## src/rtl/clock_display_scan.sv

```systemverilog
// Six-digit multiplexed seven-segment scanner for HH:MM:SS with a per-frame time snapshot and hours blink.
// Optional build macro CLOCK_12H_EN selects 12-hour display with a PM indicator on the slot-0 decimal point.
module clock_display_scan #(
    parameter int SCAN_DIV  = 1000,
    parameter int BLINK_DIV = 64
) (
    input  logic       clk,
    input  logic       clear,
    input  logic [5:0] hours,
    input  logic [5:0] minutes,
    input  logic [5:0] seconds,
    input  logic       adjust,
    output logic [6:0] seg,
    output logic       dp,
    output logic [5:0] an,
    output logic       frame_done
);

    localparam int PW = $clog2(SCAN_DIV);
    localparam int FW = (BLINK_DIV > 1) ? $clog2(BLINK_DIV) : 1;
    localparam logic [6:0] SEG_DASH = 7'b0111111;
    localparam logic [6:0] SEG_OFF  = 7'b1111111;

    function automatic logic [6:0] seven_seg(input logic [3:0] d);
        case (d)
            4'd0:    seven_seg = 7'b1000000;
            4'd1:    seven_seg = 7'b1111001;
            4'd2:    seven_seg = 7'b0100100;
            4'd3:    seven_seg = 7'b0110000;
            4'd4:    seven_seg = 7'b0011001;
            4'd5:    seven_seg = 7'b0010010;
            4'd6:    seven_seg = 7'b0000010;
            4'd7:    seven_seg = 7'b1111000;
            4'd8:    seven_seg = 7'b0000000;
            4'd9:    seven_seg = 7'b0010000;
            default: seven_seg = SEG_OFF;
        endcase
    endfunction

    logic [PW-1:0] pcnt, pcnt_n;
    logic [2:0]    idx, idx_n;
    logic [FW-1:0] fcnt, fcnt_n;
    logic          phase_hidden, phase_hidden_n;
    logic [5:0]    snap_h, snap_m, snap_s;
    logic [5:0]    snap_h_n, snap_m_n, snap_s_n;

    logic          pcnt_wrap, frame_end, take_snap;
    logic          hours_bad, pm;
    logic [5:0]    hours_shown, field;
    logic          field_bad;
    logic [3:0]    tens, units, digit;
    logic          blank, hide;
    logic [6:0]    seg_n;
    logic [5:0]    an_n;
    logic          dp_n, frame_done_n;

    // Everything is computed for the state after the coming edge, so the
    // registered outputs line up with the pcnt/idx they describe.
    always_comb begin
        pcnt_wrap = (pcnt == PW'(SCAN_DIV - 1));
        frame_end = pcnt_wrap && (idx == 3'd5);
        pcnt_n    = pcnt_wrap ? '0 : pcnt + PW'(1);
        idx_n     = idx;
        if (pcnt_wrap) idx_n = (idx == 3'd5) ? 3'd0 : idx + 3'd1;

        take_snap = (pcnt == '0) && (idx == 3'd0);
        snap_h_n  = take_snap ? hours   : snap_h;
        snap_m_n  = take_snap ? minutes : snap_m;
        snap_s_n  = take_snap ? seconds : snap_s;

        fcnt_n         = fcnt;
        phase_hidden_n = phase_hidden;
        if (!adjust) begin
            fcnt_n         = '0;
            phase_hidden_n = 1'b0;
        end else if (frame_end) begin
            if (fcnt == FW'(BLINK_DIV - 1)) begin
                fcnt_n         = '0;
                phase_hidden_n = ~phase_hidden;
            end else begin
                fcnt_n = fcnt + FW'(1);
            end
        end
    end

    always_comb begin
        hours_bad = (snap_h_n > 6'd23);
`ifdef CLOCK_12H_EN
        if (snap_h_n == 6'd0)      hours_shown = 6'd12;
        else if (snap_h_n > 6'd12) hours_shown = snap_h_n - 6'd12;
        else                       hours_shown = snap_h_n;
        pm = !hours_bad && (snap_h_n >= 6'd12);
`else
        hours_shown = snap_h_n;
        pm          = 1'b0;
`endif
        case (idx_n)
            3'd0, 3'd1: begin field = snap_s_n; field_bad = (snap_s_n > 6'd59); end
            3'd2, 3'd3: begin field = snap_m_n; field_bad = (snap_m_n > 6'd59); end
            default:    begin field = hours_shown; field_bad = hours_bad; end
        endcase
        tens  = 4'(field / 6'd10);
        units = 4'(field % 6'd10);
        digit = idx_n[0] ? tens : units;
        seg_n = field_bad ? SEG_DASH : seven_seg(digit);

        // Hours tens is blanked only for a real leading zero, never for a dash.
        blank = (idx_n == 3'd5) && !hours_bad && (tens == 4'd0);
        hide  = adjust && phase_hidden_n && (idx_n >= 3'd4);
        an_n  = ((pcnt_n == '0) || blank || hide) ? 6'b111111 : ~(6'b000001 << idx_n);
        dp_n  = ~((idx_n == 3'd2) || (idx_n == 3'd4) || ((idx_n == 3'd0) && pm));
        frame_done_n = (idx_n == 3'd5) && (pcnt_n == PW'(SCAN_DIV - 1));
    end

    always_ff @(posedge clk) begin
        if (clear) begin
            pcnt         <= '0;
            idx          <= 3'd0;
            fcnt         <= '0;
            phase_hidden <= 1'b0;
            snap_h       <= 6'd0;
            snap_m       <= 6'd0;
            snap_s       <= 6'd0;
            an           <= 6'b111111;
            seg          <= SEG_OFF;
            dp           <= 1'b1;
            frame_done   <= 1'b0;
        end else begin
            pcnt         <= pcnt_n;
            idx          <= idx_n;
            fcnt         <= fcnt_n;
            phase_hidden <= phase_hidden_n;
            snap_h       <= snap_h_n;
            snap_m       <= snap_m_n;
            snap_s       <= snap_s_n;
            an           <= an_n;
            seg          <= seg_n;
            dp           <= dp_n;
            frame_done   <= frame_done_n;
        end
    end

endmodule

```

## config.mk

```make
export PLATFORM = sky130hd
export DESIGN_NAME = clock_display_scan
export DESIGN_NICKNAME = d
export VERILOG_FILES = /design/src/rtl/clock_display_scan.sv
export SDC_FILE = /design/constraint.sdc
export NUM_CORES = 1
export LEC_CHECK = 0
export CAP_MARGIN = 20
export CORE_ASPECT_RATIO = 1.25
export CORE_UTILIZATION = 53
export CTS_BUF_LIST = sky130_fd_sc_hd__clkbuf_8
export DETAILED_ROUTE_END_ITERATION = 10
export HOLD_SLACK_MARGIN = 0.12
export PLACE_DENSITY = 0.76
export REMOVE_ABC_BUFFERS = 1
export SYNTH_ARGS = -nofsm -noshare
export SYNTH_HDL_FRONTEND = slang
export SYNTH_SLANG_ARGS = --single-unit
```

## constraint.sdc

```tcl
create_clock -name clk -period 4.68 [get_ports clk]
set_clock_uncertainty 0.05 [all_clocks]
set_input_delay 0.936 -clock clk [delete_from_list [all_inputs] [get_ports clk]]
set_output_delay 0.936 -clock clk [all_outputs]
set_load 0.02 [all_outputs]
```

==> key figures, run 1 <==
Status
  – Outcome: finished, final reports clean

Detailed routing
  – Iteration count of the initial detailed-routing pass: 5
  – Violation count after the first detailed-routing iteration: 206
  – Final antenna-violating net count: 0
  – Detailed-route DRC error count: 0
  – Final Routed Wirelength: 8540 microns
  – Via density: 5.93
  – Post-DR wirelength/cell: 15.9 microns
  – Via Count: 3,181

Hold path
  – Hold Path Stages: 1
  – Path category of the worst min-delay check: flop to flop
  – HP Start: pcnt[0]
  – Hold endpoint: pcnt[0]

STA
  – Setup Total Neg Slack: 0 ns
  – Max Slew Vio Count: 0
  – Final period utilization: 92.9%
  – Final Hold Vio Count: 0
  – Worst slew margin relative to its limit: 28.6%
  – Final setup margin: 0.333 ns
  – Final-report setup violation count: 0
  – Hold Slack: 0.416 ns
  – FMAX: 230 MHz
  – Actual slew at the worst max-slew pin: 1.07 ns
  – Shortest clock period the worst path allows after layout: 4.35 ns

Cells and area
  – Sequential standard cell area: 1070 sq um
  – Relative area change from synthesis to final layout: 19.9%
  – Final Instance Area: 4200 sq um
  – Fraction of layout cells with a size suffix above 1: 17.7%
  – Filler Cells Inserted: 548
  – Final core occ: 66.8%
  – Antenna diode count: 0
  – Total Nets Final: 481
  – Multi-input logic area: 2320 sq um

Global routing
  – Number of antenna violations at the first check in global routing: 0
  – Global-route wire length before repair: 14,300 microns
  – Number of global-route vias before repair: 3,150
  – Total routing usage reported by global routing: 26.3%
  – Pin count of the biggest net entering global routing: 28
  – Gr ovfl total: 0

Logic synthesis
  – Top_reg_cell synth: sky130_fd_sc_hd__dfxtp_1
  – Count of cell types in the netlist: 78
  – Register bit count reported by yosys: 53
  – Cell count after synthesis: 407
  – Synth async-reset ratio: 0%
  – Part of the Yosys area used for sequential elements: 30.3%
  – Cell taking the most area after synthesis: sky130_fd_sc_hd__dfxtp_1
  – Portion of synthesized cell area occupied by the leading cell type: 30.3%
  – Top post-synthesis cells by count: sky130_fd_sc_hd__nor2_1 (57), sky130_fd_sc_hd__dfxtp_1 (53), sky130_fd_sc_hd__nand2_1 (31)
  – Area of the mapped netlist: 3500 sq um
  – Cell types with the largest area share after synthesis: sky130_fd_sc_hd__dfxtp_1 (30%), sky130_fd_sc_hd__nor2_1 (6.1%), sky130_fd_sc_hd__mux2i_1 (6.0%)
  – Cell with the most instances after synthesis: sky130_fd_sc_hd__nor2_1
  – Number of enable flip-flop cells after synthesis: 0
  – Synthesized area per cell: 8.61 sq um
  – Ys Warns: 0

Floorplan
  – Count of standard-cell rows: 32
  – I/O pin count: 36
  – Horizontal die dimension: 74.7 microns
  – Area of the die: 6940 sq um
  – Overall die height: 92.9 microns
  – Initial Utilization: 55.7%
  – Core box area: 6290 sq um

Setup path
  – Beginning of the worst register-to-register path: pcnt[0]
  – Maximum cell stage delay along the critical path: 0.47 ns
  – Crit Path Max Fanout: 9
  – Path type of the worst setup path: flop to flop
  – Number of cell instances on the worst register-to-register path: 18
  – Setup slack on the worst flop-to-flop path: 0.33 ns
  – CP Launch Type: flop
  – Required time of the critical path: 4.86 ns
  – Endpoint of the most critical register-to-register path: seg[6]
  – Endpoint class of the critical path: flop
  – Signal arrival time at the worst endpoint: 4.53 ns
  – Critical-path cell with the highest stage delay: sky130_fd_sc_hd__a2111oi_4
  – Cells along the critical path: inv_1 > ha_1 > nor4b_4 > nand3_4 > mux2i_4 > a222oi_1 > nand3_2 > inv_4 > ha_1 > buf_4 > o22ai_1 > o21ai_1 > ha_2 > nor2_1 > a2111oi_4 > a21oi_2 > o211a_1 > o31ai_2
  – Most numerous cell on the critical path: sky130_fd_sc_hd__ha_1

Flow run
  – Number of maximum-capacitance constraint violations: 0

Placement
  – Placer congestion estimate: 0.873
  – Placed standard-cell area: 3990 sq um
  – Pre-CTS setup slack: 0.0781 ns
  – Number of port buffers: 35
  – DP HPWL: 6350 microns

CTS
  – TritonCTS clock tree: built
  – Clk sink count: 53
  – Number of buffers added by the clock tree synthesis step: 5
  – Clock buffer depth: 2
  – Clock slew at the register clock pins of the worst setup and hold paths: 0.09 ns
  – Total number of H-tree levels: 2
  – Cell at the root of the clock tree: sky130_fd_sc_hd__clkbuf_8
  – Worst-Skew Late Latency: 0.31 ns

Power
  – P_leak: 0.00162 uW
  – Power density normalized to cell area: 325 nW/um^2
  – Maximum VDD drop: 0.197 mV
[metal layers]
layer	share of wire (%)	GRT usage, %	vias up
li1	-	-	1568
met1	41	31.1	1491
met2	52	45.9	104
met3	4.7	3.16	18
met4	2.9	12.4	0
met5	0	0	-
[area by class of cell]
cell class                 instances  share of cell area [%]
timing repair buffer              64                    13.5
sequential                        53                    25.4
clock inverter                     3                   0.417
multi-input combinational        312                    55.2
clock buffer                       5                    1.64
inverter                          14                    1.31
tap                               85                    2.53
[worst max path at each step]
stage               startpoint  slack, ns      to  cells after the start
global placement    minutes[3]       0.20  seg[3]                     18
CTS                    pcnt[0]       0.04  seg[3]                     22
floorplan              pcnt[4]      -0.23  seg[6]                     18
detailed placement     pcnt[0]       0.08  seg[3]                     22
finish                 pcnt[0]       0.33  seg[6]                     18
global route           pcnt[0]      -0.02  seg[5]                     21
[worst max-delay path: cells and delay by family, from the launching register on]
family                   cells  cell delay, ns
AO/OA/AOI/OAI                7            1.75
flip-flops                   1            0.37
multiplexers                 1            0.26
adder cells (fa/ha/maj)      3            0.77
buffers and inverters        3            0.34
AND/OR/NAND/NOR              4            0.72
[placed cells by master (no fill, tap or decap), types with 13 or more instances in the layout]
cell type / n
sky130_fd_sc_hd__o21ai_0: 17
sky130_fd_sc_hd__a21oi_1: 13
sky130_fd_sc_hd__nor2_1: 57
sky130_fd_sc_hd__clkdlybuf4s50_1: 35
sky130_fd_sc_hd__mux2i_1: 19
sky130_fd_sc_hd__inv_1: 13
sky130_fd_sc_hd__dfxtp_1: 51
sky130_fd_sc_hd__buf_4: 29
sky130_fd_sc_hd__nand2_1: 31
[through the flow]
stage	total power (uW)	std cells
finish	1360	536
global route	1440	536
CTS	1330	534
detailed placement	1080	526
global placement	1060	526
floorplan	896	379
[where the power goes]
part           switching [uW]  internal, uW  leakage (uW)
registers                14.9           491      0.000435
clock network             151           105     0.0000497
logic                     335           266       0.00114
total                     501           862       0.00162
[flip-flops by register name, summed over array words and instances (netlist names)]
name / count
pcnt: 10
seg: 7
an: 6
fcnt: 6
snap_h: 6
snap_m: 6
snap_s: 6
idx: 3
dp: 1
frame_done: 1
phase_hidden: 1
[timing repair]
action,4_1_cts,5_1_grt
endpoints found under the setup margin,0,7
gates resized for setup,0,25
hold buffers,0,0
buffers inserted,0,2
[logic make-up after synthesis]
group                    share of synthesized area, %
XOR/XNOR                                         4.00
flip-flops                                       30.3
buffers and inverters                            6.50
adder cells (fa/ha/maj)                          3.57
multiplexers                                     9.68
AO/OA/AOI/OAI                                    22.4
AND/OR/NAND/NOR                                  23.6
No activity file was read; power rests on OpenSTA's default activity.
==> inputs of run 2 (changes only) <==
- MAX_ROUTING_LAYER: default -> met4
==> run 2 against run 1 <==
  * Sequential power about the same
  * Critical path depth unchanged
  * Clock power about the same
  * Die area unchanged
  * Worst hold slack improved by 0.00085 ns
  * Combinational power about the same
  * Global-route usage increased by 0.77 points
  * Critical path type unchanged
  * Critical endpoint unchanged
  * Largest cell class unchanged
  * Largest power group unchanged
  * Highest routed layer unchanged
==> key figures, run 2 (synthesized netlist as in run 1, its figures left out) <==
Status
  – Outcome: finished, final reports clean

Power
  – Maximum VDD drop: 0.197 mV (+0.19%)
  – Power after layout: 1360 uW (about the same)
  – Power density normalized to cell area: 325 nW/um^2 (about the same)
  – P_leak: 0.00162 uW (unchanged)

Global routing
  – Number of antenna violations at the first check in global routing: 0 (unchanged)
  – Number of global-route vias before repair: 3,144 (-0.19%)
  – Global-route wire length before repair: 14,400 microns (+0.20%)
  – Gr ovfl total: 0 (unchanged)
  – Pin count of the biggest net entering global routing: 28 (unchanged)
  – Total routing usage reported by global routing: 27.1% (+0.77 points)

Floorplan
  – Initial Utilization: 55.7% (unchanged)
  – Core box area: 6290 sq um (unchanged)
  – Count of standard-cell rows: 32 (unchanged)
  – Horizontal die dimension: 74.7 microns (unchanged)
  – Overall die height: 92.9 microns (unchanged)
  – I/O pin count: 36 (unchanged)
  – Area of the die: 6940 sq um (unchanged)

Detailed routing
  – Routed metal-1 wire length: 3550 microns (+2.7%)
  – Total met2 wirelength after detailed routing: 4440 microns (+0.36%)
  – Detailed-route DRC error count: 0 (unchanged)
  – Final Routed Wirelength: 8520 microns (-0.25%)
  – Post-DR wirelength/cell: 15.9 microns (-0.25%)
  – Violation count after the first detailed-routing iteration: 218 (+5.8%)
  – Via density: 5.88 (-0.94%)
  – Iteration count of the initial detailed-routing pass: 4 (-1)
  – Met3 Wirelength: 290 microns (-28%)
  – Uppermost routed layer: met4
  – Final antenna-violating net count: 0 (unchanged)
  – Via Count: 3,151 (-0.94%)

CTS
  – Clock buffer depth: 2 (unchanged)
  – Number of buffers added by the clock tree synthesis step: 5 (unchanged)
  – Total number of H-tree levels: 2 (unchanged)
  – CTS hold repair buffers: 0 (unchanged)
  – Clk sink count: 53 (unchanged)
  – Clock slew at the register clock pins of the worst setup and hold paths: 0.09 ns (about the same)
  – Cell at the root of the clock tree: sky130_fd_sc_hd__clkbuf_8
  – Worst-Skew Late Latency: 0.31 ns (about the same)
  – TritonCTS clock tree: built

Hold path
  – Path category of the worst min-delay check: flop to flop
  – Hold endpoint: pcnt[0]
  – Hold Path Stages: 1 (unchanged)
  – HP Start: pcnt[0]

STA
  – Final-report setup violation count: 0 (unchanged)
  – Final setup margin: 0.334 ns (+0.00170 ns)
  – Shortest clock period the worst path allows after layout: 4.35 ns (-0.00170 ns)
  – Worst slew margin relative to its limit: 30.1% (+1.5 points)
  – FMAX: 230 MHz (about the same)
  – Actual slew at the worst max-slew pin: 1.05 ns (-0.0229 ns)
  – Max Slew Vio Count: 0 (unchanged)
  – Final period utilization: 92.9% (about the same)
  – Final Hold Vio Count: 0 (unchanged)

Setup path
  – Signal arrival time at the worst endpoint: 4.53 ns (about the same)
  – Endpoint of the most critical register-to-register path: seg[6]
  – Setup slack on the worst flop-to-flop path: 0.33 ns (about the same)
  – Required time of the critical path: 4.86 ns (about the same)
  – Number of cell instances on the worst register-to-register path: 18 (unchanged)
  – Crit Path Max Fanout: 9 (unchanged)
  – Beginning of the worst register-to-register path: pcnt[0]
  – Endpoint class of the critical path: flop
  – CP Launch Type: flop
  – Path type of the worst setup path: flop to flop

Placement
  – Pre-CTS setup slack: 0.0781 ns (unchanged)
  – DP HPWL: 6350 microns (unchanged)
  – Placer congestion estimate: 0.887 (+1.6%)
  – Number of port buffers: 35 (unchanged)

Cells and area
  – Register name with the most flops: pcnt
  – Antenna diode count: 0 (unchanged)
  – Fraction of layout cells with a size suffix above 1: 17.7% (unchanged)
  – Registers with the highest flip-flop counts: pcnt x10, seg x7
  – Number of flip-flops in the largest register: 10 (unchanged)
  – Commonest non-fill, non-tap cell in the layout: sky130_fd_sc_hd__nor2_1
  – Commonest cells after routing, fill and taps aside: sky130_fd_sc_hd__nor2_1 (57), sky130_fd_sc_hd__dfxtp_1 (51), sky130_fd_sc_hd__clkdlybuf4s50_1 (35)
  – Total Nets Final: 481 (unchanged)
  – Relative area change from synthesis to final layout: 19.9% (unchanged)

Flow run
  – Number of maximum-capacitance constraint violations: 0 (unchanged)
[run 2: cell counts in the layout (fill, tap and decap cells not counted)]
No cell type changed its count.
[run 2: cell type report]
class | count | area [sq um]
tap | 85 | 106
inverter | 14 | 55.1
sequential | 53 | 1070
timing repair buffer | 64 | 568
clock inverter | 3 | 17.5
clock buffer | 5 | 68.8
fill | 548 | 2090
multi-input combinational | 312 | 2320
[run 2: worst max-delay path: stages, from the launching register on]
cell	delay (ns)
sky130_fd_sc_hd__dfxtp_4	0.37
sky130_fd_sc_hd__inv_1	0.09
sky130_fd_sc_hd__ha_1	0.15
sky130_fd_sc_hd__nor4b_4	0.27
sky130_fd_sc_hd__nand3_4	0.21
sky130_fd_sc_hd__mux2i_4	0.26
sky130_fd_sc_hd__a222oi_1	0.40
sky130_fd_sc_hd__nand3_2	0.16
sky130_fd_sc_hd__inv_4	0.08
sky130_fd_sc_hd__ha_1	0.23
sky130_fd_sc_hd__buf_4	0.18
sky130_fd_sc_hd__o22ai_1	0.11
sky130_fd_sc_hd__o21ai_1	0.09
sky130_fd_sc_hd__ha_2	0.38
sky130_fd_sc_hd__nor2_1	0.08
sky130_fd_sc_hd__a2111oi_4	0.47
sky130_fd_sc_hd__a21oi_2	0.16
sky130_fd_sc_hd__o211a_1	0.28
sky130_fd_sc_hd__o31ai_2	0.23
[run 2: routing by layer]
metal	vias up	global-route usage (%)
li1	1565	-
met1	1488	31.3
met2	81	45.9
met3	17	3.16
met4	0	12.4
met5	-	-
[run 2: report_power, final]
group          switching [uW]  internal [uW]  leakage, uW
Combinational             335            266      0.00114
Clock                     152            105    0.0000497
Sequential               14.9            491     0.000435
Total                     502            862      0.00162
[run 2: metrics by stage]
step / util [%] / hold slack (ns) / setup TNS (ns) / area (sq um) / instances
after floorplan: - / 0.399 / -1.04 / 3330 / 379
after global placement: 63.5 / 0.421 / 0 / 3990 / 526
after detailed placement: 63.5 / 0.443 / 0 / 3990 / 526
after CTS: 64.8 / 0.462 / 0 / 4080 / 534
after global routing: 66.8 / 0.427 / -0.0156 / 4200 / 536
final: 66.8 / 0.417 / 0 / 4200 / 536
[run 2: repair_timing]
item / 4_1_cts / 5_1_grt
setup endpoints to repair: 0 / 7
gates resized for setup: 0 / 25
endpoints found under the hold margin: 0 / 0
setup buffers: 0 / 2
[run 2: worst max-delay path by stage]
| stage | cells past startpoint | to | slack, ns | startpoint |
|---|---|---|---|---|
| after floorplan | 18 | seg[6] | -0.23 | pcnt[4] |
| after global placement | 18 | seg[3] | 0.20 | minutes[3] |
| after detailed placement | 22 | seg[3] | 0.08 | pcnt[0] |
| after CTS | 22 | seg[3] | 0.04 | pcnt[0] |
| after global routing | 21 | seg[5] | -0.02 | pcnt[0] |
| final | 18 | seg[6] | 0.33 | pcnt[0] |
